===== config.mk =====
export PLATFORM = sky130hd
export DESIGN_NAME = hidden_layer_feeder
export DESIGN_NICKNAME = d
export VERILOG_FILES = /design/src/rtl/hidden_layer_pkg.sv /design/src/rtl/lane_packer.sv /design/src/rtl/hidden_layer_feeder.sv
export SDC_FILE = /design/constraint.sdc
export NUM_CORES = 1
export LEC_CHECK = 0
export CAP_MARGIN = 10
export CORE_MARGIN = 4
export CORE_UTILIZATION = 50
export CTS_CLUSTER_SIZE = 40
export DETAILED_ROUTE_END_ITERATION = 16
export GPL_ROUTABILITY_DRIVEN = 0
export PLACE_DENSITY = 0.7
export SLEW_MARGIN = 0
export SYNTH_ARGS = -nofsm -noshare
export SYNTH_HDL_FRONTEND = slang
export SYNTH_SLANG_ARGS = --single-unit

===== constraint.sdc =====
create_clock -name Clock -period 5.6 [get_ports Clock]
set_input_delay 1.68 -clock Clock [delete_from_list [all_inputs] [get_ports Clock]]
set_output_delay 1.68 -clock Clock [all_outputs]
set_load 0.01 [all_outputs]

===== src/rtl/hidden_layer_pkg.sv =====
// hidden_layer_pkg: shared constants and types for the hidden-layer feeder path.
package hidden_layer_pkg;
   localparam int LANES = 32;
   localparam int LANE_W = 10;
   localparam int NUM_TERMS = 480;
   typedef enum logic [2:0] {IDLE, CLR, FILL, ISSUE, DONE} feeder_state_t;
   typedef logic [LANES*LANE_W-1:0] lane_vec_t;
endpackage


===== src/rtl/lane_packer.sv =====
// lane_packer: serial-to-parallel pack register with a wrapping lane index.
module lane_packer #(
   parameter int LANES = hidden_layer_pkg::LANES,
   parameter int LANE_W = hidden_layer_pkg::LANE_W
) (
   input  logic                    Clock,
   input  logic                    Clear,
   input  logic                    clr,
   input  logic                    wr_en,
   input  logic [LANE_W-1:0]       wr_data,
   output logic                    full,
   output logic [LANES*LANE_W-1:0] vec_next
);
   localparam int IW = $clog2(LANES);
   logic [IW-1:0] lane_cnt;
   logic [LANES*LANE_W-1:0] vec;
   // vec_next includes the lane being written now, so the last sample is visible at the issue edge
   always_comb begin
      vec_next = vec;
      vec_next[lane_cnt*LANE_W +: LANE_W] = wr_data;
   end
   assign full = lane_cnt == IW'(LANES-1);
   always_ff @(posedge Clock or negedge Clear) begin
      if (!Clear) begin
         lane_cnt <= '0;
         vec <= '0;
      end else if (clr) begin
         lane_cnt <= '0;
      end else if (wr_en) begin
         vec <= vec_next;
         lane_cnt <= full ? '0 : lane_cnt + 1'b1;
      end
   end
endmodule


===== src/rtl/hidden_layer_feeder.sv =====
// hidden_layer_feeder: packs serial samples into lane vectors and issues one
// weighted accumulate beat per vector, NUM_TERMS beats per neuron pass.
module hidden_layer_feeder import hidden_layer_pkg::*; #(
   parameter int LANES = hidden_layer_pkg::LANES,
   parameter int LANE_W = hidden_layer_pkg::LANE_W,
   parameter int NUM_TERMS = hidden_layer_pkg::NUM_TERMS,
   parameter int WADDR_W = 9
) (
   input  logic                    Clock,
   input  logic                    Clear,
   input  logic                    start,
   input  logic                    s_valid,
   input  logic [LANE_W-1:0]       s_data,
   output logic                    s_ready,
   output logic [WADDR_W-1:0]      w_addr,
   input  logic [LANE_W-1:0]       w_data,
   output logic                    acc_clr,
   output logic                    acc_val,
   output logic [LANES*LANE_W-1:0] acc_vec,
   output logic [LANE_W-1:0]       acc_weight,
   output logic                    busy,
   output logic                    done
);
   feeder_state_t state;
   logic [WADDR_W-1:0] term_cnt;
   logic full, xfer;
   logic [LANES*LANE_W-1:0] vec_next;
   assign xfer = s_valid && s_ready;
   assign w_addr = term_cnt;
   lane_packer #(.LANES(LANES), .LANE_W(LANE_W)) u_packer (
      .Clock(Clock),
      .Clear(Clear),
      .clr(state == CLR),
      .wr_en(xfer),
      .wr_data(s_data),
      .full(full),
      .vec_next(vec_next)
   );
   // w_addr has been stable for the whole FILL, so w_data is captured straight into acc_weight
   always_ff @(posedge Clock or negedge Clear) begin
      if (!Clear) begin
         state <= IDLE;
         term_cnt <= '0;
         s_ready <= 1'b0;
         acc_clr <= 1'b0;
         acc_val <= 1'b0;
         acc_vec <= '0;
         acc_weight <= '0;
         busy <= 1'b0;
         done <= 1'b0;
      end else begin
         acc_clr <= 1'b0;
         acc_val <= 1'b0;
         done <= 1'b0;
         case (state)
            IDLE: if (start) begin
               state <= CLR;
               acc_clr <= 1'b1;
               busy <= 1'b1;
            end
            CLR: begin
               term_cnt <= '0;
               s_ready <= 1'b1;
               state <= FILL;
            end
            FILL: if (xfer && full) begin
               state <= ISSUE;
               s_ready <= 1'b0;
               acc_val <= 1'b1;
               acc_vec <= vec_next;
               acc_weight <= w_data;
            end
            ISSUE: if (term_cnt == WADDR_W'(NUM_TERMS-1)) begin
               state <= DONE;
               done <= 1'b1;
            end else begin
               term_cnt <= term_cnt + 1'b1;
               s_ready <= 1'b1;
               state <= FILL;
            end
            DONE: begin
               term_cnt <= '0;
               busy <= 1'b0;
               state <= IDLE;
            end
            default: state <= IDLE;
         endcase
      end
   end
endmodule


==> results.json <==
{
  "outcome": "finished clean",
  "p_leak_nw": 18.14,
  "wl_met1_um": 41680,
  "arrival_ps": 5710,
  "ys.flop_type": "dfrtp_1",
  "worstHoldPathType": "flop to flop",
  "avgSynthCellArea_um2": 10.49,
  "slew_violations": 0,
  "synth_compound_area_frac": 0.1041,
  "worst_pin_slew_ps": 1401,
  "start_kind": "flop",
  "drt_iter0_markers": 2590,
  "cts_buffers": 73,
  "clk_pin_slew_ps": 60,
  "final_layout_size_suffix_gt1_frac": 0.1636,
  "utilization": 0.6217,
  "cp_slowest_stage_delay_ps": 760,
  "syn2layout_area_growth_pct": 23.06,
  "r2r-start": "u_packer.lane_cnt[3]$_DFFE_PN0P_",
  "peakVddDrop_uv": 322.1,
  "ioPinCount": 368,
  "required_ps": 6050,
  "vias_per_cell": 6.064,
  "reg2reg_depth": 13,
  "firstDrtPassIters": 6,
  "layout_common_cells": "672 x dfrtp_1, 602 x nand2_1, 366 x clkdlybuf4s50_1, 304 x mux2_2, 286 x o21ai_0",
  "track_usage": 0.2909,
  "h-tree-depth": 3,
  "synthMuxAreaShare": 0.1886,
  "cts.sinks": 672,
  "synth_edf_count": 0,
  "async_reset_ff_frac": 1.000,
  "critPathTopFamily": "adder cells",
  "core_area_mm2": 0.06320,
  "ys_seq_elements": 672,
  "fin_nets": 3433,
  "post-route-period-util": 0.9379,
  "synth_top_family_by_area": "multiplexers",
  "postCtsSetupRepairBufs": 0,
  "r2r-end": "acc_vec[212]$_DFFE_PN0P_",
  "wl_met3_um": 8401,
  "antenna_found_initial": 1,
  "crit_top_cell": "ha_1",
  "clkLatencyLatePin_ps": 620,
  "highest_layer": "met5",
  "worst_path_max_delay_cell": "a211oi_2",
  "synth.distinct_cells": 85,
  "min_from": "acc_weight[1]$_DFFE_PN0P_",
  "crit_chain": "ha_1 > ha_1 > inv_1 > fa_1 > xor2_1 > nand3_1 > nor2_1 > ha_1 > o21ai_1 > a211oi_2 > nand2_1 > mux2i_1 > o21ai_0",
  "gr-total-overflow": 0,
  "yosysTopAreaCell": "dfrtp_1",
  "synthAdderAreaFrac": 0.004938,
  "grt_pass1_wl_um": 153700,
  "seq_area_frac_synth": 0.5267,
  "die_width_um": 260.7,
  "max-cap-violations": 0,
  "yosys.area_share.simple": 0.1462,
  "dieHeight_um": 260.7,
  "skew_ps": 44.53,
  "vias": 26100,
  "drt-total-wl_um": 100500,
  "path_class": "flop to flop",
  "synth_xor_area_frac": 0.004350,
  "cts.path.max_buffers": 3,
  "finalHoldViolations": 0,
  "netlist_top_cells_area": "dfrtp_1 53%, mux2_2 11%, mux2i_1 8.0%",
  "initial_core_util": 0.5052,
  "synth_top_cell_area_share": 0.5267,
  "synthCells": 3043,
  "std_cell_rows": 92,
  "rrSetupSlack_ps": 350,
  "wl_met2_um": 46300,
  "min_path_cells": 2,
  "ant_nets": 0,
  "wire_per_inst_um": 23.35,
  "cts_tree": "built",
  "synth.cell_area_mm2": 0.03193,
  "relSlewSlack": 0.05434,
  "grt_max_degree": 234,
  "fin_setup_tns_ps": 0,
  "crit_path_end_kind": "flop",
  "dp_hpwl_um": 70670,
  "synth_nets": 3079,
  "crit_fanout": 13,
  "buffer_ports.inserted": 367,
  "grt_setup_unrepaired": "no",
  "ys_warn_count": 0,
  "drc": 0,
  "nFillCells": 5007,
  "die_area_mm2": 0.06796,
  "power_density_mw_per_mm2": 465.4,
  "grt_pass1_vias": 26400,
  "finalCriticalPeriod_ps": 5252,
  "ctsHoldBuffers": 0,
  "final_common_cell": "dfrtp_1",
  "max_freq_mhz": 190.4,
  "whs_endpoint": "acc_weight[1]$_DFFE_PN0P_",
  "critPathBufInv": 1,
  "setup_viol": 0,
  "cts_root_buf": "clkbuf_16"
}
-- layout make-up --
cell class | instances | area (µm²) | share of cell area
diodes | 4 | 10.01 | 0.0002548
clock buffers | 112 | 2147 | 0.05465
clock inverters | 19 | 271.5 | 0.006911
inverters | 16 | 60.06 | 0.001529
multi-input cells | 2170 | 14430 | 0.3673
flip-flops and latches | 672 | 16820 | 0.4280
well taps | 846 | 1059 | 0.02694
repair buffers | 464 | 4494 | 0.1144
-- cells in the mapped netlist (all sizes together), types with 25 or more instances --
cell and count:
nor3 32, o211ai 79, mux2i 256, nor2 84
a21oi 27, nand3 192, o21ai 292, dfrtp 672
clkbuf 138, o22ai 39, nand4 25, nand2 603
mux2 306, buf 47
-- worst min-delay path, stage by stage, from the launching register on --
cell and delay, ps:
dfrtp_1 340, nand2_1 50, nand2_1 60
-- per-layer routing --
| layer | vias to the layer above | global-route usage |
|---|---|---|
| met1 | 13110 | 0.3957 |
| met3 | 276 | 0.06016 |
| met5 | - | 0 |
| met2 | 1153 | 0.4597 |
| li1 | 11560 | - |
| met4 | 2 | 0.1163 |
-- worst max-delay path by stage --
stage	start	endpoint	slack [ps]	cells past startpoint
after floorplan	u_packer.lane_cnt[1]$_DFFE_PN0P_	u_packer.vec[4]$_DFFE_PN0P_	1010	17
after global routing	u_packer.lane_cnt[3]$_DFFE_PN0P_	acc_vec[267]$_DFFE_PN0P_	100	16
after global placement	u_packer.lane_cnt[3]$_DFFE_PN0P_	acc_vec[267]$_DFFE_PN0P_	530	16
after CTS	u_packer.lane_cnt[3]$_DFFE_PN0P_	acc_vec[267]$_DFFE_PN0P_	290	16
after detailed placement	u_packer.lane_cnt[3]$_DFFE_PN0P_	acc_vec[272]$_DFFE_PN0P_	290	16
final	u_packer.lane_cnt[3]$_DFFE_PN0P_	acc_vec[212]$_DFFE_PN0P_	350	13
-- flip-flops by register name, indices dropped and copies added, names as in the netlist --
| name | cells |
|---|---|
| acc_vec | 320 |
| u_packer.vec | 320 |
| acc_weight | 10 |
| w_addr | 9 |
| u_packer.lane_cnt | 5 |
| state | 3 |
| acc_clr | 1 |
| acc_val | 1 |
| busy | 1 |
| done | 1 |
| s_ready | 1 |
-- per-stage QoR --
stage | hold WS [ps] | power, mW | setup slack (ps) | cells | instance area, µm²
2_1_floorplan | 448.4 | 10.22 | 1013 | 3043 | 31930
3_3_place_gp | 459.8 | 13.00 | 527.7 | 4168 | 36850
3_5_place_dp | 462.8 | 13.22 | 293.2 | 4168 | 36850
4_1_cts | 476.6 | 18.14 | 290.3 | 4299 | 39270
5_1_grt | 500.5 | 18.98 | 97.16 | 4299 | 39280
6_report | 475.2 | 18.29 | 347.7 | 4303 | 39290
-- report_power, final --
part	internal, mW	total, mW	switching (mW)
Sequential	5.36	5.66	0.299
Combinational	2.24	7.73	5.49
Clock	2.92	4.90	1.97
Total	10.5	18.3	7.77
-- repair_timing --
action,CTS,global route
setup endpoints to repair,0,23
gates resized for setup,0,1
hold endpoints to repair,0,0
-- cells by family (layout without fill, tap and decap cells) --
family / Yosys count / count (layout)
and+or+nand+nor: 1044 / 1044
DFF: 672 / 672
muxes: 562 / 562
AOI/OAI and AO/OA: 537 / 537
buffers and inverters: 201 / 611
xor gates and xnor gates: 15 / 15
adders and majority gates: 12 / 12
other: 0 / 4
(Power assumes the default switching activity.)
